### config.mk
export PLATFORM = sky130hd
export DESIGN_NAME = pipe_elastic
export DESIGN_NICKNAME = d
export VERILOG_FILES = /design/src/rtl/pipe_pkg.sv /design/src/rtl/pipe_slot.sv /design/src/rtl/pipe_elastic.sv
export SDC_FILE = /design/constraint.sdc
export NUM_CORES = 1
export LEC_CHECK = 0
export CAP_MARGIN = 20
export CORE_UTILIZATION = 46
export CTS_CLUSTER_DIAMETER = 40
export DETAILED_ROUTE_END_ITERATION = 8
export MAX_ROUTING_LAYER = met4
export PLACE_DENSITY = 0.81
export SLEW_MARGIN = 20
export SYNTH_ARGS = -nofsm -noshare
export SYNTH_HDL_FRONTEND = slang
export SYNTH_HIERARCHICAL = 1
export SYNTH_SLANG_ARGS = --single-unit
### constraint.sdc
create_clock -name clk -period 3.9 [get_ports clk]
set_clock_uncertainty 0.1 [all_clocks]
set_input_delay 0.975 -clock clk [delete_from_list [all_inputs] [get_ports clk]]
set_output_delay 0.975 -clock clk [all_outputs]
set_load 0.02 [all_outputs]
### src/rtl/pipe_pkg.sv
// Shared helpers for the elastic pipeline: width math, popcount and perf counter width.
// Consumed by pipe_elastic (optional counters enabled with PIPE_ELASTIC_PERF_EN).
package pipe_pkg;

  localparam int PERF_CNT_W = 32;
  // Widest slot vector popcount() accepts; callers zero-extend into it.
  localparam int POP_MAX_W  = 64;

  // Bits needed to represent the values 0..n inclusive.
  function automatic int clog2_plus1(input int n);
    int r;
    r = 0;
    while ((1 << r) < (n + 1)) r++;
    return r;
  endfunction

  function automatic int popcount(input logic [POP_MAX_W-1:0] vec);
    int cnt;
    cnt = 0;
    for (int i = 0; i < POP_MAX_W; i++) cnt += int'(vec[i]);
    return cnt;
  endfunction

endpackage

### src/rtl/pipe_slot.sv
// One pipeline slot: a valid bit plus payload that either loads from its source
// when the chain advances, or holds (and can be squashed) when it stalls.
module pipe_slot #(
  parameter int WIDTH = 32
) (
  input  logic             clk,
  input  logic             reset,
  input  logic             adv,
  input  logic             src_valid,
  input  logic [WIDTH-1:0] src_data,
  input  logic             kill_src,
  input  logic             kill_self,
  output logic             valid,
  output logic [WIDTH-1:0] data
);

  always_ff @(posedge clk) begin
    if (reset) begin
      valid <= 1'b0;
      data  <= '0;
    end else if (adv) begin
      valid <= src_valid & ~kill_src;
      // Payload only follows a live source so idle slots keep their last value.
      if (src_valid) data <= src_data;
    end else if (kill_self) begin
      valid <= 1'b0;
    end
  end

endmodule

### src/rtl/pipe_elastic.sv
// DEPTH-slot elastic pipeline with bubble collapsing and partial (youngest-K) flush.
// Define PIPE_ELASTIC_PERF_EN to add saturating stall_cnt / bubble_cnt outputs.
module pipe_elastic
  import pipe_pkg::*;
#(
  parameter  int WIDTH = 32,
  parameter  int DEPTH = 4,
  localparam int CW    = clog2_plus1(DEPTH)
) (
  input  logic                   clk,
  input  logic                   reset,
  input  logic                   in_valid,
  output logic                   in_ready,
  input  logic [WIDTH-1:0]       in_data,
  output logic                   out_valid,
  input  logic                   out_ready,
  output logic [WIDTH-1:0]       out_data,
  input  logic                   flush,
  input  logic [CW-1:0]          flush_upto,
  output logic [DEPTH-1:0]       stage_valid,
  output logic [DEPTH*WIDTH-1:0] stage_data,
  output logic [CW-1:0]          occupancy
`ifdef PIPE_ELASTIC_PERF_EN
  ,
  output logic [PERF_CNT_W-1:0]  stall_cnt,
  output logic [PERF_CNT_W-1:0]  bubble_cnt
`endif
);

  // Handshake: a transfer happens on a rising edge where valid && ready are both
  // high; valid never waits on ready, and in_ready depends only on slot state and
  // out_ready (never on in_valid or flush).

  logic [DEPTH-1:0] v;
  logic [WIDTH-1:0] d [DEPTH];
  logic [DEPTH-1:0] adv;
  logic [DEPTH-1:0] kill_vec;
  logic [CW-1:0]    k_eff;
  logic             full_above;

  assign k_eff = (flush_upto > CW'(DEPTH)) ? CW'(DEPTH) : flush_upto;

  // Slot i moves iff some slot at or above it is empty or the consumer takes the
  // oldest item; written in closed form so adv has no bit-to-bit feedback.
  always_comb begin
    adv        = '0;
    full_above = 1'b1;
    for (int i = 0; i < DEPTH; i++) begin
      full_above = 1'b1;
      for (int j = i; j < DEPTH; j++) full_above = full_above & v[j];
      adv[i] = out_ready | ~full_above;
    end
  end

  assign in_ready = adv[0];

  // A flush of K kills whatever would occupy slots 0..K-1 after this edge, so the
  // input is dropped for any K>=1 and K=0 leaves the pipe untouched.
  for (genvar i = 0; i < DEPTH; i++) begin : g_slot
    assign kill_vec[i] = flush && (k_eff > CW'(i));

    if (i == 0) begin : g_head
      pipe_slot #(.WIDTH(WIDTH)) u_slot (
        .clk       (clk),
        .reset     (reset),
        .adv       (adv[i]),
        .src_valid (in_valid),
        .src_data  (in_data),
        .kill_src  (kill_vec[i]),
        .kill_self (kill_vec[i]),
        .valid     (v[i]),
        .data      (d[i])
      );
    end else begin : g_body
      pipe_slot #(.WIDTH(WIDTH)) u_slot (
        .clk       (clk),
        .reset     (reset),
        .adv       (adv[i]),
        .src_valid (v[i-1]),
        .src_data  (d[i-1]),
        .kill_src  (kill_vec[i]),
        .kill_self (kill_vec[i]),
        .valid     (v[i]),
        .data      (d[i])
      );
    end

    assign stage_data[i*WIDTH +: WIDTH] = d[i];
  end

  // A full-depth flush also covers the oldest slot, so it must not hand it out.
  assign out_valid   = v[DEPTH-1] & ~(flush & (k_eff == CW'(DEPTH)));
  assign out_data    = d[DEPTH-1];
  assign stage_valid = v;
  assign occupancy   = CW'(popcount(POP_MAX_W'(v)));

`ifdef PIPE_ELASTIC_PERF_EN
  always_ff @(posedge clk) begin
    if (reset) begin
      stall_cnt  <= '0;
      bubble_cnt <= '0;
    end else begin
      if (out_valid && !out_ready && (stall_cnt != '1))
        stall_cnt <= stall_cnt + 1'b1;
      if (!out_valid && (occupancy != '0) && (bubble_cnt != '1))
        bubble_cnt <= bubble_cnt + 1'b1;
    end
  end
`endif

endmodule
* Word level (Yosys, flattened, before mapping)
Cells that the tools add are included.
** Storage, ports and cells
- Bits in registers :: 132
- Input bits :: 40
- Logic and storage cells :: 63
** Cells by class
- Add/sub/neg operators :: 3
- Magnitude comparators :: 5
- Equal/unequal tests :: 1
- Muxes and demuxes :: 9
- Bitwise logic cells :: 25
- Reduce and logical (&&, ||, !) cells :: 12
** Operator list (count)
- $and A1 B1 Y1 :: 12
- $not A1 Y1 :: 9
- $mux W1 :: 8
- $reduce_and A2 Y1 :: 4
- $reduce_bool A2 Y1 :: 4
- $gt A3 B1 Y1 const B :: 2
- $gt A3 B2 Y1 const B :: 2
- $logic_and A1 B1 Y1 :: 4
- $or A1 B1 Y1 :: 4
- $add A2 B1 Y3 :: 1
- $add A3 B1 Y3 :: 1
- $eq A3 B3 Y1 const B :: 1
- $gt A3 B3 Y1 const B :: 1
- $mux W3 :: 1
- $add A1 B1 Y2 :: 1

* Longest topological paths before layout
- Depth in word-level cells :: 7
- Depth in mapped cells :: 6

* Modules after synthesis
Netlist, hierarchy kept.
** Modules (own cells, without submodules)
- pipe_slot :: times used 4, cells each 150, area each 1427.6 um^2, seq. area each 660.6 um^2
- pipe_elastic :: times used 1, cells each 53, area each 391.6 um^2, seq. area each 0.0 um^2

* Worst setup path before layout
No wires, ideal clock.
- Path kind :: reg-to-output
- Start point :: reg g_slot[0].g_head.u_slot.valid
- End point :: out occupancy[1]
- Data arrival time :: 1675 ps
- Required time :: 2825 ps
- Path slack :: 1150 ps
- Cell stages (with the launch flop) :: 6
- Buffers on the path :: 0
- Path through :: dfxtp_1 -> inv_1 -> fa_1 -> inv_1 -> ha_1 -> ha_1
** Between the ends
- Word-level cells in the longest chain between the ends :: 3
** RTL lines
- start: declaration :: line pipe_slot.sv:13 : output logic valid,
- start signal: assignment :: line pipe_slot.sv:22 : valid <= src_valid & ~kill_src;
- $add A1 B1 Y2 :: line pipe_pkg.sv:20 : for (int i = 0; i < POP_MAX_W; i++) cnt += int'(vec[i]);
- $add A2 B1 Y3 :: line pipe_pkg.sv:20
- $add A3 B1 Y3 :: line pipe_pkg.sv:20
- end: declaration :: line pipe_elastic.sv:22 : output logic [CW-1:0] occupancy
Every way passes these cells.

* Worst setup path after layout
- Start point :: reg g_slot[3].g_body.u_slot.valid
- End point :: out occupancy[1]
** Between the ends
- Word-level cells in the longest chain between the ends :: 1
** RTL lines (line)
- start: declaration :: pipe_slot.sv:13
- start signal: assignment :: pipe_slot.sv:22
- $add A3 B1 Y3 :: pipe_pkg.sv:20
Every way passes these cells.

==> metrics.txt <==
status=completed; Filler cells=1048; total core area=12770 um^2; setup TNS=0 ns; RSZ-0062 raised after global routing=false; Post-synth EDFFs=0; Crit path required time=2.82 ns; final core occ=65.41%; top post-synthesis cells by count=a21oi_1, dfxtp_1, nand3_1; DR vias/cell=~5.5; xor/xnor share of the synthesized area=0%; Initial Utilization=47.77%; htree depth=4; Least-Margin Pin Slew=1.045 ns; drt first pass iters=6; Slew HR=30.26%; largest family of logic cells by synthesized area=compound AO/OA/AOI/OAI gates; post-route clock period utilization=between 90 and 100%; DRC Markers=0; Final GP Congestion=roughly 0.82; # Max-Cap Violations=0; Pint=about 0.0024 W; crit path capture=occupancy[1]; Synth Area in Compound Gates=32.17%; Synth Register Bits=132; count of cell types in the netlist=23; Die X=around 120 um; io pins=~210; P_sw=0.0006845 W; Total Routed Length=about 17 mm; clock root cell=clkbuf_16; initial antenna violation count=0; r2r endpoint=g_slot[1].g_body.u_slot/data[19]$_SDFFE_PP0P_; syn_nets=697; Cells after Synth=653; Clock Power Share=47.1%; Synth top area share=43.31%; Max IR drop VDD=278.8 uV; final hold viol count=0; clock tree buffer depth=2; Clock transition at path regs=0.05 ns; CP startpoint=g_slot[3].g_body.u_slot/valid$_SDFFE_PP0P_; FF/Latch Area=2646 um^2; Async S/R FF share, synth=0%; max-slew violations=0; r2r worst-path depth=5; Final Critical Period=3.549 ns; clock latency on the worst-skew pair=0.42 ns; dpl cells=936; clk sinks=between 100 and 150; CP Capture Type=primary output; Synth area leaders=dfxtp_1, a21bo_1, a21oi_1; Leakage=approximately 3 nW; Antenna Diode Count=0; layout cells sized above 1=7.915%; Final ANT Viol Nets=0; row cnt=between 40 and 50; reg-to-reg startpoint=g_slot[1].g_body.u_slot/valid$_SDFFE_PP0P_; most frequent cell after synthesis=a21oi_1; HP Class=reg -> reg; CTS tree=yes; reg2reg setup slack=between 1 and 1.5 ns; post-synthesis sequential area ratio=43.31%; Post-CTS Setup Inserts=0; Synth Flop Type=dfxtp_1; TritonCTS buffer count=17; die area=13730 um^2; hold buffer count at cts=0; cell accounting for the most synthesized area=dfxtp_1; Die H=between 100 and 150 um; sequential power share=45.4%; Combinational Power Share=under 10%; Final #Nets=just over 800; Post-Synth Simple-Gate Area=between 10 and 15%; DR iter-0 viols=345; wire per inst=~17 um; Multi-input gate area=2776 um^2; global-route usage over all layers=approximately a quarter; largest net degree at the start of global routing=just under 90; critical path class=reg -> out; PwrDens=~370 nW/um^2; routed via count=5285; mux contribution to synthesized area=0%; Critical Path AT=approximately 2.5 ns; global route overflow=0; first-pass GRT wire length=25.75 mm; I/O Buffers=roughly 210; P&R area growth vs syn=36.93%; # setup viols final=0; YS warnings=6; hpwl dp=~11 mm; Switching Share=22.24%; Max Fclk=between 200 and 300 MHz; non-filler cells, final=968; cts repair resizes=0; syn avg cell area=approximately 9.3 um^2; adder-cell share of the synthesized area=less than 1%; synthesized cell area=around 6000 um^2; crit path launch type=flip-flop; vias in the first global route=4888; crit-path max FO=5
placed cells by master (no fill, tap or decap):
| master | synthesis | layout |
|---|---|---|
| and2_4 | 1 | 1 |
| and3b_2 | 1 | 1 |
| dfxtp_2 | 0 | 3 |
| a21bo_1 | 108 | 108 |
| dfxtp_1 | 132 | 129 |
| clkdlybuf4s50_1 | 0 | 206 |
| clkinv_2 | 0 | 4 |
| nand2b_2 | 0 | 1 |
| or3b_1 | 4 | 4 |
| inv_1 | 6 | 5 |
| nor2b_1 | 1 | 1 |
| a21bo_2 | 20 | 20 |
| inv_2 | 0 | 1 |
| bufinv_16 | 0 | 1 |
| clkbuf_16 | 0 | 17 |
| o31a_1 | 1 | 1 |
| nand3_1 | 128 | 128 |
| fa_1 | 1 | 1 |
| buf_4 | 41 | 8 |
| o21a_1 | 1 | 1 |
| clkbuf_1 | 20 | 8 |
| nand3b_1 | 4 | 4 |
| nand2_2 | 0 | 2 |
| ha_1 | 3 | 3 |
| buf_12 | 0 | 2 |
| clkbuf_8 | 0 | 2 |
| nor2_1 | 1 | 1 |
| a21oi_1 | 133 | 133 |
metal layers:
metal | track usage, % | wire length, um | part of all wire, % | up-vias
met4 | 9.367 | 348 | 2.1 | 0
met3 | 4.995 | 767 | 4.6 | 22
met2 | 38.59 | 8003 | 48 | 207
li1 | - | - | - | 2552
met1 | 32.61 | 7551 | 45 | 2504
met5 | - | 0 | 0 | -
final cells by class:
cell class / instances / share of cell area (%)
Tap cell: 172 / 2.576
Clock inverter: 5 / 0.5990
Inverter: 6 / 0.2695
Timing Repair Buffer: 216 / 25.88
Multi-Input combinational cell: 410 / 33.23
Sequential cell: 132 / 31.67
Clock buffer: 27 / 5.780
power groups by stage:
stage,clock (W),combinational (W),sequential [W]
2_1_floorplan,0,0.0000975,0.00145
3_3_place_gp,0,0.000223,0.00142
3_5_place_dp,0,0.000228,0.00142
4_1_cts,0.00147,0.000230,0.00140
5_1_grt,0.00153,0.000244,0.00140
6_report,0.00145,0.000230,0.00140
logic make-up after synthesis:
logic type               count (synthesis)
AND/OR/NAND/NOR                        143
flip-flops                             132
buffers and inverters                  111
adder cells (fa/ha/maj)                  4
AO/OA/AOI/OAI                          263
worst max-delay path, stage by stage (launching register included):
cell             delay (ns)
dfxtp_1                0.41
inv_1                  0.09
fa_1                   0.48
inv_1                  0.05
ha_1                   0.17
ha_1                   0.27
clkdlybuf4s50_1        0.59
flip-flops by register name (all words and copies together) (netlist names):
register                    count
g_slot.g_body.u_slot/data      96
g_slot.g_body.u_slot/valid      3
g_slot.g_head.u_slot/data      32
g_slot.g_head.u_slot/valid      1
through the flow:
| stage | cell area (um^2) | worst slack [ns] | total power [W] | hold slack, ns |
|---|---|---|---|---|
| 2_1_floorplan | 6102 | 1.150 | 0.001546 | 0.4497 |
| 3_3_place_gp | 7820 | 0.4337 | 0.001648 | 0.3678 |
| 3_5_place_dp | 7820 | 0.4381 | 0.001653 | 0.3735 |
| 4_1_cts | 8353 | 0.3275 | 0.003094 | 0.3822 |
| 5_1_grt | 8356 | 0.2287 | 0.003174 | 0.4084 |
| 6_report | 8356 | 0.3510 | 0.003077 | 0.3877 |
worst min path at each step:
stage | from | end | slack (ns) | cells after the start
after floorplan | g_slot[0].g_head.u_slot/data[26]$_SDFFE_PP0P_ | g_slot[1].g_body.u_slot/data[26]$_SDFFE_PP0P_ | 0.45 | 2
after global placement | g_slot[0].g_head.u_slot/data[18]$_SDFFE_PP0P_ | g_slot[1].g_body.u_slot/data[18]$_SDFFE_PP0P_ | 0.37 | 2
after detailed placement | g_slot[1].g_body.u_slot/data[14]$_SDFFE_PP0P_ | g_slot[2].g_body.u_slot/data[14]$_SDFFE_PP0P_ | 0.37 | 2
after CTS | g_slot[1].g_body.u_slot/data[14]$_SDFFE_PP0P_ | g_slot[2].g_body.u_slot/data[14]$_SDFFE_PP0P_ | 0.38 | 2
after global routing | g_slot[1].g_body.u_slot/data[5]$_SDFFE_PP0P_ | g_slot[2].g_body.u_slot/data[5]$_SDFFE_PP0P_ | 0.41 | 2
final | g_slot[1].g_body.u_slot/data[29]$_SDFFE_PP0P_ | g_slot[2].g_body.u_slot/data[29]$_SDFFE_PP0P_ | 0.39 | 2
Power figures use the tool's default switching activity.
